File: config.mk
export PLATFORM = sky130hd
export DESIGN_NAME = vga_pattern_gen
export DESIGN_NICKNAME = d
export VERILOG_FILES = /design/src/rtl/vga_pattern_gen.sv
export SDC_FILE = /design/constraint.sdc
export NUM_CORES = 1
export LEC_CHECK = 0
export CORE_ASPECT_RATIO = 0.7
export CORE_UTILIZATION = 45
export CTS_CLUSTER_DIAMETER = 150
export CTS_CLUSTER_SIZE = 24
export DETAILED_ROUTE_END_ITERATION = 10
export GPL_TIMING_DRIVEN = 1
export MAX_ROUTING_LAYER = met4
export PLACE_DENSITY = 0.67
export SETUP_SLACK_MARGIN = 0.2
export SKIP_CTS_REPAIR_TIMING = 1
export SLEW_MARGIN = 20
export SYNTH_ARGS = -nofsm -noshare
export SYNTH_HDL_FRONTEND = slang
export SYNTH_SLANG_ARGS = --single-unit
File: constraint.sdc
create_clock -name clk -period 2.2 [get_ports clk]
set_input_delay 0.33 -clock clk [delete_from_list [all_inputs] [get_ports clk]]
set_output_delay 0.33 -clock clk [all_outputs]
set_load 0.03 [all_outputs]
File: src/rtl/vga_pattern_gen.sv
// vga_pattern_gen
//   Parametrised VGA timing generator and test-pattern source. Free-running
//   horizontal and vertical counters produce sync/blank timing. The pattern
//   mode, the frame counter and an animated ramp offset only update at the
//   frame boundary, so a frame never changes pattern or offset partway through.
//   Every output is registered once, which keeps syncs, blanks and RGB
//   aligned with each other.
//
// Ports
//   clk      in   pixel clock
//   reset    in   synchronous, active-high reset
//   ui_in    in   [2:0] pattern select, [3] invert, [7:4] ramp step per frame
//   hsync    out  horizontal sync, active level HSYNC_POL
//   vsync    out  vertical sync, active level VSYNC_POL
//   hblank   out  high when hpos >= H_VIS
//   vblank   out  high when vpos >= V_VIS
//   visible  out  !hblank && !vblank
//   r, g, b  out  pixel colour, COLOR_BITS per channel
//   o_mode   out  mode latched at the last frame boundary
//   o_hpos   out  horizontal position
//   o_vpos   out  vertical position
//   o_frame  out  frame counter
module vga_pattern_gen #(
  parameter int H_VIS      = 640,
  parameter int H_FP       = 16,
  parameter int H_SYNC     = 96,
  parameter int H_BP       = 48,
  parameter int V_VIS      = 480,
  parameter int V_FP       = 10,
  parameter int V_SYNC     = 2,
  parameter int V_BP       = 33,
  parameter bit HSYNC_POL  = 1'b0,
  parameter bit VSYNC_POL  = 1'b0,
  parameter int COLOR_BITS = 8,
  parameter int CHK_SHIFT  = 4,
  parameter int FRAME_BITS = 8,
  localparam int H_TOTAL   = H_VIS + H_FP + H_SYNC + H_BP,
  localparam int V_TOTAL   = V_VIS + V_FP + V_SYNC + V_BP,
  localparam int HW        = $clog2(H_TOTAL),
  localparam int VW        = $clog2(V_TOTAL),
  localparam int CB        = COLOR_BITS
) (
  input  logic                  clk,
  input  logic                  reset,
  input  logic [7:0]            ui_in,
  output logic                  hsync,
  output logic                  vsync,
  output logic                  hblank,
  output logic                  vblank,
  output logic                  visible,
  output logic [CB-1:0]         r,
  output logic [CB-1:0]         g,
  output logic [CB-1:0]         b,
  output logic [7:0]            o_mode,
  output logic [HW-1:0]         o_hpos,
  output logic [VW-1:0]         o_vpos,
  output logic [FRAME_BITS-1:0] o_frame
);

  localparam logic [HW-1:0] H_MAX    = HW'(H_TOTAL - 1);
  localparam logic [VW-1:0] V_MAX    = VW'(V_TOTAL - 1);
  localparam logic [HW-1:0] H_VIS_W  = HW'(H_VIS);
  localparam logic [VW-1:0] V_VIS_W  = VW'(V_VIS);
  localparam logic [HW-1:0] H_LAST   = HW'(H_VIS - 1);
  localparam logic [VW-1:0] V_LAST   = VW'(V_VIS - 1);
  localparam logic [HW-1:0] HS_START = HW'(H_VIS + H_FP);
  localparam logic [HW-1:0] HS_END   = HW'(H_VIS + H_FP + H_SYNC);
  localparam logic [VW-1:0] VS_START = VW'(V_VIS + V_FP);
  localparam logic [VW-1:0] VS_END   = VW'(V_VIS + V_FP + V_SYNC);
  localparam logic [HW+3:0] BAR_DIV  = (HW+4)'(H_VIS);
  localparam logic [CB-1:0] GREY     = CB'(1) << (CB - 1);

  logic [HW-1:0]         h;
  logic [VW-1:0]         v;
  logic [FRAME_BITS-1:0] frame;
  logic [CB-1:0]         ofs;
  logic [7:0]            mode;
  logic                  h_last;
  logic                  frame_end;
  logic [CB-1:0]         step;

  assign h_last    = (h == H_MAX);
  assign frame_end = h_last && (v == V_MAX);
  assign step      = CB'(ui_in[7:4]);

  // Raster counters plus the per-frame state. Mode, frame count and ramp
  // offset all move together on the last pixel of the frame, and the offset
  // uses the step from the same ui_in sample that becomes the new mode.
  always_ff @(posedge clk) begin
    if (reset) begin
      h     <= '0;
      v     <= '0;
      frame <= '0;
      ofs   <= '0;
      mode  <= '0;
    end else begin
      if (h_last) begin
        h <= '0;
        if (v == V_MAX) v <= '0;
        else            v <= v + 1'b1;
      end else begin
        h <= h + 1'b1;
      end
      if (frame_end) begin
        frame <= frame + 1'b1;
        mode  <= ui_in;
        ofs   <= ofs + step;
      end
    end
  end

  logic          hs_act;
  logic          vs_act;
  logic          hb;
  logic          vb;
  logic          vis;
  logic [CB-1:0] x_cb;
  logic [CB-1:0] y_cb;
  logic [HW+3:0] bar_prod;
  logic [2:0]    bar;
  logic          chk;
  logic          border;
  logic [CB-1:0] pr;
  logic [CB-1:0] pg;
  logic [CB-1:0] pb;

  // Pixel colour for the current counter position. The bar index is x*8/H_VIS
  // and is only meaningful inside the visible area, where it stays below 8.
  always_comb begin
    hs_act   = (h >= HS_START) && (h < HS_END);
    vs_act   = (v >= VS_START) && (v < VS_END);
    hb       = (h >= H_VIS_W);
    vb       = (v >= V_VIS_W);
    vis      = !hb && !vb;
    x_cb     = CB'(h);
    y_cb     = CB'(v);
    bar_prod = {1'b0, h, 3'b000};
    bar      = 3'(bar_prod / BAR_DIV);
    chk      = h[CHK_SHIFT] ^ v[CHK_SHIFT];
    border   = (h == '0) || (h == H_LAST) || (v == '0) || (v == V_LAST);
    pr       = '0;
    pg       = '0;
    pb       = '0;
    case (mode[2:0])
      3'd0: begin pr = x_cb + ofs; pg = x_cb + ofs; pb = x_cb + ofs; end
      3'd1: begin pr = y_cb + ofs; pg = y_cb + ofs; pb = y_cb + ofs; end
      3'd2: begin pr = {CB{bar[2]}}; pg = {CB{bar[1]}}; pb = {CB{bar[0]}}; end
      3'd3: begin pr = {CB{chk}}; pg = {CB{chk}}; pb = {CB{chk}}; end
      3'd4: begin pr = x_cb; pg = y_cb; pb = ofs; end
      3'd5: begin pr = {CB{border}}; pg = {CB{border}}; pb = {CB{border}}; end
      3'd6: begin pr = '1; pg = '1; pb = '1; end
      3'd7: begin pr = GREY; pg = GREY; pb = GREY; end
    endcase
    if (mode[3]) begin
      pr = ~pr;
      pg = ~pg;
      pb = ~pb;
    end
    if (!vis) begin
      pr = '0;
      pg = '0;
      pb = '0;
    end
  end

  // Single output register stage; everything seen here describes the
  // counter/mode state of the previous cycle.
  always_ff @(posedge clk) begin
    if (reset) begin
      hsync   <= ~HSYNC_POL;
      vsync   <= ~VSYNC_POL;
      hblank  <= 1'b0;
      vblank  <= 1'b0;
      visible <= 1'b0;
      r       <= '0;
      g       <= '0;
      b       <= '0;
      o_mode  <= '0;
      o_hpos  <= '0;
      o_vpos  <= '0;
      o_frame <= '0;
    end else begin
      hsync   <= hs_act ? HSYNC_POL : ~HSYNC_POL;
      vsync   <= vs_act ? VSYNC_POL : ~VSYNC_POL;
      hblank  <= hb;
      vblank  <= vb;
      visible <= vis;
      r       <= pr;
      g       <= pg;
      b       <= pb;
      o_mode  <= mode;
      o_hpos  <= h;
      o_vpos  <= v;
      o_frame <= frame;
    end
  end

endmodule

# Word level (Yosys, flattened, before mapping)
# Index checks and enable logic that the tools add are counted.
[totals]
regBits = 109
input_bits = 10
out_inout_bits = 65
word_cells = 69
[op_classes]
addsub = 6
div_mod_pow = 1
magnitude_cmp = 6
n_eq_ne = 11
mux = 9
bitwise = 5
reduce_logical = 14
[ops]
columns = ["operator", "n"]
rows = [
  ["one-hot mux 8 bit (8 select lines)", 3],
  ["equality test 10 bit, second input constant", 3],
  ["two-way mux 8 bit", 3],
  ["NOT 8 bit", 3],
  ["adder 10 x 1 -> 10 bit, second input constant", 2],
  [">= comparator 10 bit, second input constant", 2],
  [">= comparator 10 x 9 -> 1 bit, second input constant", 2],
  ["logical NOT 10 bit", 2],
  ["adder 8 bit", 2],
  ["divider 13 x 10 -> 14 bit, second input constant", 1],
  ["equality test 3 bit, second input constant", 4],
  ["equality test 10 x 9 -> 1 bit, second input constant", 1],
  ["less-than comparator 10 bit, second input constant", 1],
  ["less-than comparator 10 x 9 -> 1 bit, second input constant", 1],
  ["two-way mux 10 bit", 1],
  ["adder 8 x 1 -> 8 bit, second input constant", 1],
  ["adder 8 x 4 -> 8 bit", 1],
  ["equality test 3 x 2 -> 1 bit, second input constant", 2],
  ["logical AND 1 bit", 4],
  ["OR reduction 2 bit", 2],
  ["equality test 3 x 1 -> 1 bit, second input constant", 1],
  ["logical NOT 3 bit", 1],
  ["logical OR 1 bit", 3],
  ["logical NOT 1 bit", 2],
  ["other kinds (3)", 4],
]

# Depth between registers and ports, before layout
# Gate-level depths: netlist (run 1).
[depth]
depth_word = 7
depth_mapped = 9
ltp_nobuf = 8

# Worst setup path after synthesis (run 1)
# No wires, ideal clock.
[synth_timing]
path_type = "register -> register"
from = "register h[0]"
to = "register g[6]"
setup_ns = 0.072
t_arrival_ns = 2.247
t_required_ns = 2.128
path_slack_ns = -0.119
path_stages_with_launch = 9
path_buffers = 0
cell_sequence = "dfxtp_1 > ha_1 > fa_1 > a21o_1 > a21oi_1 > nor3_1 > or3b_2 > a41oi_1 > mux2i_1"
[synth_via]
elab_chain_len = 7
elab_cells_between_ends = 15
classes_between = "add/sub: 1; div: 1; order compare: 1; eq/ne: 1; mux: 2; bitwise: 2; reduce/logical: 7"
[synth_rtl]
columns = ["element", "line", "text"]
rows = [
  ["start, declared", "73", "logic [HW-1:0] h;"],
  ["start signal, assigned", "102", "h <= h + 1'b1;"],
  ["branches (longest 7 deep; another with divider 13 x 10 -> 14 bit)", "--", ""],
  ["end signal, assigned", "189", "g <= pg;"],
  ["end, declared", "52", "output logic [CB-1:0] g,"],
]
# Several ways; the timed one is not identified.
# A chain may end at the register's enable or synchronous reset.

# Final worst setup path (run 1)
[layout_timing]
from = "register v[1]"
to = "register frame[4]"
[layout_via]
elab_chain_len = 2
[layout_rtl]
columns = ["element", "line", "text"]
rows = [
  ["start, declared", "74", "logic [VW-1:0] v;"],
  ["start signal, assigned", "100", "else v <= v + 1'b1;"],
  ["equality test 10 bit", "83", "assign frame_end = h_last && (v == V_MAX);"],
  ["logical AND 1 bit", "83", ""],
  ["end signal, assigned", "105", "frame <= frame + 1'b1;"],
  ["end, declared", "75", "logic [FRAME_BITS-1:0] frame;"],
]
# Every way passes these cells.

==> reports/qor.txt, run 1 <==
CTS buffer count = 9
Internal = 0.002885 W
cell count after synthesis = 618
Clock Skew = 0.009936 ns
synth warn = 0
Vias = 5,108
simple logic cell fraction of the synthesized area = 22.91%
Hold Vio Cnt, Final = 0
worst hold start = reset
Vias/cell = 5.475
synthesized cell area = 5466 um^2
R2R depth = 10
pin count of the biggest net entering global routing = 67
leakage power = 3.112 nW
input/output buffers = 74
Mapped Nets = 655
CP max-delay cell = or4b_4
WP data required = 2.42 ns
Setup crit start = v[1]$_SDFFE_PP0N_
clock tree sinks = 109
count leader, synth = dfxtp_1
synth top area cells = dfxtp_1, mux2i_1, ha_1
All-Layer GR Usage = 24.88%
combinational family with the most area after synthesis = simple AND/OR/NAND/NOR gates
RSZ-0062 raised after global routing = yes
Clock power frac = 43.0%
largest area contributor in the synthesized netlist = dfxtp_1
clk_lat worst skew = 0.35 ns
sw power = 0.0009552 W
Detailed Place HPWL = 11.17 mm
share of flip-flops with an asynchronous set or reset = 0%
Crit Path Class = reg2reg
die span in x = 133.7 um
Worst Path Buf+Inv = 3
xor/xnor share of the synthesized area = 5.768%
layout cell share with drive strength beyond 1 = 27.71%
Worst Hold Class = in2reg
area grow syn2layout = 44.75%
Worst Setup Start Kind = flip-flop
CTS tree = built
first-pass GRT wire length = 23.60 mm
initial antenna violation count = 0
hold endpoint = o_vpos[3]$_SDFF_PP0_
Post-DRT Antenna Nets = 0
Placeable Area = 11,770 um^2
htree depth = 3
Inst Count DP = 897
CTS Buffer Depth = 2
Avg Cell Area, Syn = 8.845 um^2
adder-cell share of the synthesized area = 6.592%
Die ar. = 12,600 um^2
min Tclk post-route = 2.362 ns
Worst Setup End Kind = flip-flop
clk root buf = clkbuf_16
cells along the critical path = inv_4 > ha_4 > or4b_4 > buf_6 > nor4_4 > buf_4 > nand4_1 > or2_4 > xor2_1 > nor2_1
Slew Viols, Final = 0
sequential share of the synthesized area = 39.92%
Reg2Reg Setup Slack = -0.16 ns
Hold WS = 0.2354 ns
CP max FO = 4
CP top delay family = simple AND/OR/NAND/NOR gates
r2r startpoint = v[1]$_SDFFE_PP0N_
Peak Freq = 0.4233 GHz
worst vdd ir = 0.4538 mV
number of DRC markers in iteration 0 = 326
Synth top area share = 39.92%
hold-critical path depth = 2
DRT Wirelength = 15.98 mm
slew margin rel. = 55.57%
Final Power = 0.003841 W
Critical Path Max Stage Delay = 0.47 ns
Worst R2R End = frame[4]$_SDFFE_PP0P_
Reg power frac = 52.1%
Slew @ Worst Pin = 0.6665 ns
I/O pin cnt = 75
failing checks = negative setup slack
vias in the first global route = 4,582
Synth Flop Type = dfxtp_1
Switching Fraction = 24.87%
EDFF count, synth = 0
DR WL/cell = 17.13 um
Setup WS post-layout = -0.1622 ns
n_diodes = 0
mux share of post-synthesis cell area = 6.409%
global route overflow = 0
commonest cells in the netlist = dfxtp_1, nor2_1, clkbuf_1, nor2b_1, mux2i_1
DR pass1 iterations = 4
Cell variety after synth = 56
Starting Density = 46.45%
fin crit share = 107.4%
PwrDens = 485.4 nW/um^2
layout filler cell count = 915
drt drc = 0
Seq cells post-synth = 109
outcome = complete, but fails checks
final non-filler cell total = 933
Placer Congestion = 0.9085
compound-cell area share of the yosys netlist = 14.12%
Final setup viols = 39
setup_tns = -2.391 ns
Max-cap violations = 0
Comb power frac = 4.9%
height of the chip = 94.22 um
Nets = 808
clk slew on worst S/H paths = 0.08 ns
arrival time worst endpoint = 2.58 ns
Row Count = 33
area by class of cell:
cell class	count	area, um^2	area share [%]
Multi-Input combinational cell	451	3445	43.53
Inverter	18	70.07	0.8855
Tap cell	157	196.4	2.483
Timing Repair Buffer	182	1688	21.33
Sequential cell	109	2195	27.74
Clock inverter	7	93.84	1.186
Clock buffer	9	225.2	2.846
power by group through the flow:
stage	logic (W)	registers, W	clock network, W
2_1_floorplan	0.0000774	0.00207	0
3_3_place_gp	0.000177	0.00205	0
3_5_place_dp	0.000180	0.00205	0
4_1_cts	0.000181	0.00200	0.00169
5_1_grt	0.000202	0.00200	0.00176
6_report	0.000188	0.00200	0.00165
worst max path at each step:
stage,endpoint,slack (ns),depth (start not counted)
floorplan,b[7]$_SDFF_PP0_,0.03,8
global placement,frame[7]$_SDFFE_PP0P_,-0.09,9
detailed placement,b[7]$_SDFF_PP0_,-0.14,8
CTS,b[7]$_SDFF_PP0_,-0.17,8
global route,frame[4]$_SDFFE_PP0P_,-0.25,10
finish,frame[4]$_SDFFE_PP0P_,-0.16,10
stage by stage:
stage / setup slack [ns] / instance area [um^2] / utilization (%)
after floorplan: 0.03092 / 5532 / -
after global placement: -0.08872 / 7019 / 59.65
after detailed placement: -0.1374 / 7019 / 59.65
after CTS: -0.1658 / 7338 / 62.36
after global routing: -0.2499 / 7913 / 67.24
final: -0.1622 / 7913 / 67.24
logic make-up after synthesis:
kind of cell    after synthesis
simple gates                239
mux                          35
buf+inv                      59
xor+xnor                     36
flops                       109
compound gates              113
fa+ha+maj                    27
sequential cells by signal (all words and copies together), names as in the netlist:
register	cells
hblank	1
r	8
ofs	8
visible	1
mode	8
o_hpos	10
o_frame	8
h	10
hsync	1
v	10
g	8
o_mode	8
vblank	1
frame	8
vsync	1
b	8
o_vpos	10
metal layers:
| metal | track usage [%] | routed length [um] | vias to the layer above |
|---|---|---|---|
| met2 | 37.69 | 7193 | 154 |
| met3 | 3.991 | 729 | 17 |
| met5 | - | 0 | - |
| met4 | 5.777 | 166 | 0 |
| met1 | 34.55 | 7894 | 2463 |
| li1 | - | - | 2474 |
cells in the final DEF (no fill, tap or decap), types with 6 or more instances in the layout:
cell             Yosys  final
xor2_1              22     21
ha_1                24     20
buf_4                0     88
nand3_1             19     19
mux2i_1             35     33
and3_1               9      8
nand2_1             28     27
clkbuf_16            0     10
nor2_1              73     66
nor2b_1             36     36
nand2b_1             7      7
or3_1                9      9
clkdlybuf4s50_1      0     73
nor3_1              13     11
inv_1               18     16
a21oi_1             24     17
a41oi_2              0      6
dfxtp_1            109    101
o21ai_0             16     12
dfxtp_2              0      7
buf_12               0      6
nand4_1             13     13
xnor2_1             14     13
buf_6                1     13
a31oi_1             11      7
a21oi_2              1      7
Power figures use the tool's default switching activity.
==> run 2: changes to the inputs <==
- ABC_AREA: unset -> 1
- PLACE_DENSITY: 0.67 -> 0.68
==> run 2 against run 1 <==
The flow still finishes with violations (negative setup slack). Clock skew fell by 0.0035 ns. Register-to-register slack barely moved. Hold slack gained 0.20 ns. Count of clock-buffer cells in the layout increased by 3. Non-clock buffer count shrank 11. Flip-flop and latch count is the same. Design area is 0.32% lower. Via count increased by 8.2%. Critical path type unchanged. Largest power group unchanged. Highest routed layer unchanged.
==> reports/qor.txt, run 2 <==
Cell variety after synth = 41 (-27%)
Seq cells post-synth = 109 (unchanged)
Peak Freq = 0.4229 GHz (-0.10%)
DR pass1 iterations = 7 (+3)
height of the chip = 92.40 um (-1.9%)
pin count of the biggest net entering global routing = 27 (-60%)
htree depth = 3 (unchanged)
pre-CTS WS = -0.2533 ns (-0.1159 ns)
PwrDens = 493.1 nW/um^2 (+1.6%)
clk slew on worst S/H paths = 0.07 ns (about the same)
Slew Viols, Final = 0 (unchanged)
Worst Setup End Kind = flip-flop
Die ar. = 12,120 um^2 (-3.8%)
Max-cap violations = 0 (unchanged)
Row Count = 32 (-3.0%)
clk root buf = clkbuf_16
All-Layer GR Usage = 27.72% (+2.8 points)
drt drc = 0 (unchanged)
EDFF count, synth = 0 (unchanged)
clk_lat worst skew = 0.35 ns (about the same)
Placeable Area = 11,170 um^2 (-5.1%)
commonest non-fill, non-tap cell in the layout = dfxtp_1
area grow syn2layout = 50.13%
count leader, synth = dfxtp_1
Worst Setup Start Kind = flip-flop
synthesized cell area = 5254 um^2 (-3.9%)
initial antenna violation count = 0 (unchanged)
largest area contributor in the synthesized netlist = dfxtp_1
synth top area cells = dfxtp_1, nand2_1, a21oi_1
Setup crit start = ofs[0]$_SDFFE_PP0P_
Synth Flop Type = dfxtp_1
Avg Cell Area, Syn = 7.431 um^2 (-16%)
share of flip-flops with an asynchronous set or reset = 0% (unchanged)
Starting Density = 47.03% (+0.58 points)
global route overflow = 0 (unchanged)
layout cell share with drive strength beyond 1 = 31.84% (+4.1 points)
worst hold start = mode[6]$_SDFFE_PP0P_
worst vdd ir = 0.3995 mV (-12%)
Synth top area share = 41.53% (+1.6 points)
arrival time worst endpoint = 2.63 ns (+0.05 ns)
r2r startpoint = ofs[0]$_SDFFE_PP0P_
Hold Vio Cnt, Final = 0 (unchanged)
outcome = complete, but fails checks
first-pass GRT wire length = 25.51 mm (+8.1%)
Hold WS = 0.4354 ns (+0.2000 ns)
number of DRC markers in iteration 0 = 420 (+29%)
Setup WS post-layout = -0.1646 ns (-0.002434 ns)
commonest cells in the netlist = dfxtp_1, nand2_1, nor2_1
leakage power = 3.310 nW (+6.3%)
Detailed Place HPWL = 12.20 mm (+9.1%)
Placer Congestion = 0.9529 (+4.9%)
most frequent cells in the layout = dfxtp_1, nand2_1, nor2_1, buf_4, clkdlybuf4s50_1
Final setup viols = 5 (-87%)
Clock Skew = 0.006410 ns (-0.003526 ns)
clock tree sinks = 109 (unchanged)
Vias/cell = 5.388 (-1.6%)
Post-DRT Antenna Nets = 0 (unchanged)
failing checks = negative setup slack
CP max FO = 4 (unchanged)
min Tclk post-route = 2.365 ns (+0.002434 ns)
setup_tns = -0.4056 ns (+1.986 ns)
CTS buffer count = 9 (unchanged)
Worst Hold Class = reg2reg
CTS Buffer Depth = 2 (unchanged)
I/O pin cnt = 75 (unchanged)
sequential share of the synthesized area = 41.53% (+1.6 points)
Nets = 905 (+12%)
fin crit share = 107.5% (+0.11 points)
synth warn = 0 (unchanged)
die span in x = 131.1 um (-1.9%)
vias in the first global route = 4,977 (+8.6%)
n_diodes = 0 (unchanged)
input/output buffers = 74 (unchanged)
RSZ-0062 raised after global routing = yes
DR WL/cell = 16.80 um (-1.9%)
Crit Path Class = reg2reg
cell count after synthesis = 707 (+14%)
Vias = 5,528 (+8.2%)
CTS tree = built
DP Area = 6640 um^2 (-5.4%)
WP data required = 2.47 ns (+0.05 ns)
Mapped Nets = 744 (+14%)
slew margin rel. = 51.63% (-3.9 points)
Slew @ Worst Pin = 0.7248 ns (+0.05829 ns)
DRT Wirelength = 17.24 mm (+7.8%)
Final Cell Area = 7888 um^2 (-0.32%)
-- run 2: final timing paths --
| kind | cells after the start | slack (ns) | endpoint |
|---|---|---|---|
| worst max-delay path | 14 | -0.16 | r[6]$_SDFF_PP0_ |
| worst min-delay path | 2 | 0.44 | o_mode[6]$_SDFF_PP0_ |
| worst max register to register | 14 | -0.16 | r[6]$_SDFF_PP0_ |
| worst min register to register | 2 | 0.44 | o_mode[6]$_SDFF_PP0_ |
-- run 2: metal layers --
layer  up-vias  track usage [%]  wire (um)
met5         -                -          0
met4         0            9.020        396
met3        35            5.966       1140
met2       221            39.72       7651
met1      2603            38.54       8047
li1       2669                -          -
-- run 2: cells by family after synthesis --
family / after synthesis / synth area share, %
adders and majority gates: 27 / 6.859
DFF: 109 / 41.53
and+or+nand+nor: 315 / 28.03
buffers and inverters: 104 / 7.525
xor gates and xnor gates: 7 / 1.167
AOI/OAI and AO/OA: 145 / 14.88
-- run 2: cell type report --
cell class              instances  area (um^2)
clock buffers                  12        266.5
clock inverters                 4        36.28
fillers                       863         3283
inverters                      83        327.8
multi-input cells             494         3239
flip-flops and latches        109         2222
well taps                     153        191.4
repair buffers                171         1604
-- run 2: metrics by stage --
| stage | power, W | utilization, % | std cells |
|---|---|---|---|
| after floorplan | 0.002154 | - | 707 |
| after global placement | 0.002249 | 59.44 | 981 |
| after detailed placement | 0.002252 | 59.44 | 981 |
| after CTS | 0.003896 | 62.15 | 997 |
| after global routing | 0.004020 | 70.61 | 1026 |
| final | 0.003889 | 70.61 | 1026 |
-- run 2: power breakdown --
group | switching (W) | leakage [nW] | internal, W
logic | 0.000142 | 2.27 | 0.000109
clock network | 0.000769 | 0.148 | 0.000879
registers | 0.0000101 | 0.889 | 0.00198
total | 0.000921 | 3.31 | 0.00297
-- run 2: worst max-delay path: stages (launching register included) --
cell and delay [ns]:
dfxtp_4 0.37, ha_4 0.17, fa_2 0.41, nand2_2 0.08, inv_2 0.05, o21ai_2 0.16
nand2_2 0.08, nand2_2 0.07, nand2_2 0.05, a21oi_2 0.15, and2_4 0.17, nor3_4 0.05
a31oi_4 0.18, o21ai_1 0.10, a21oi_2 0.19
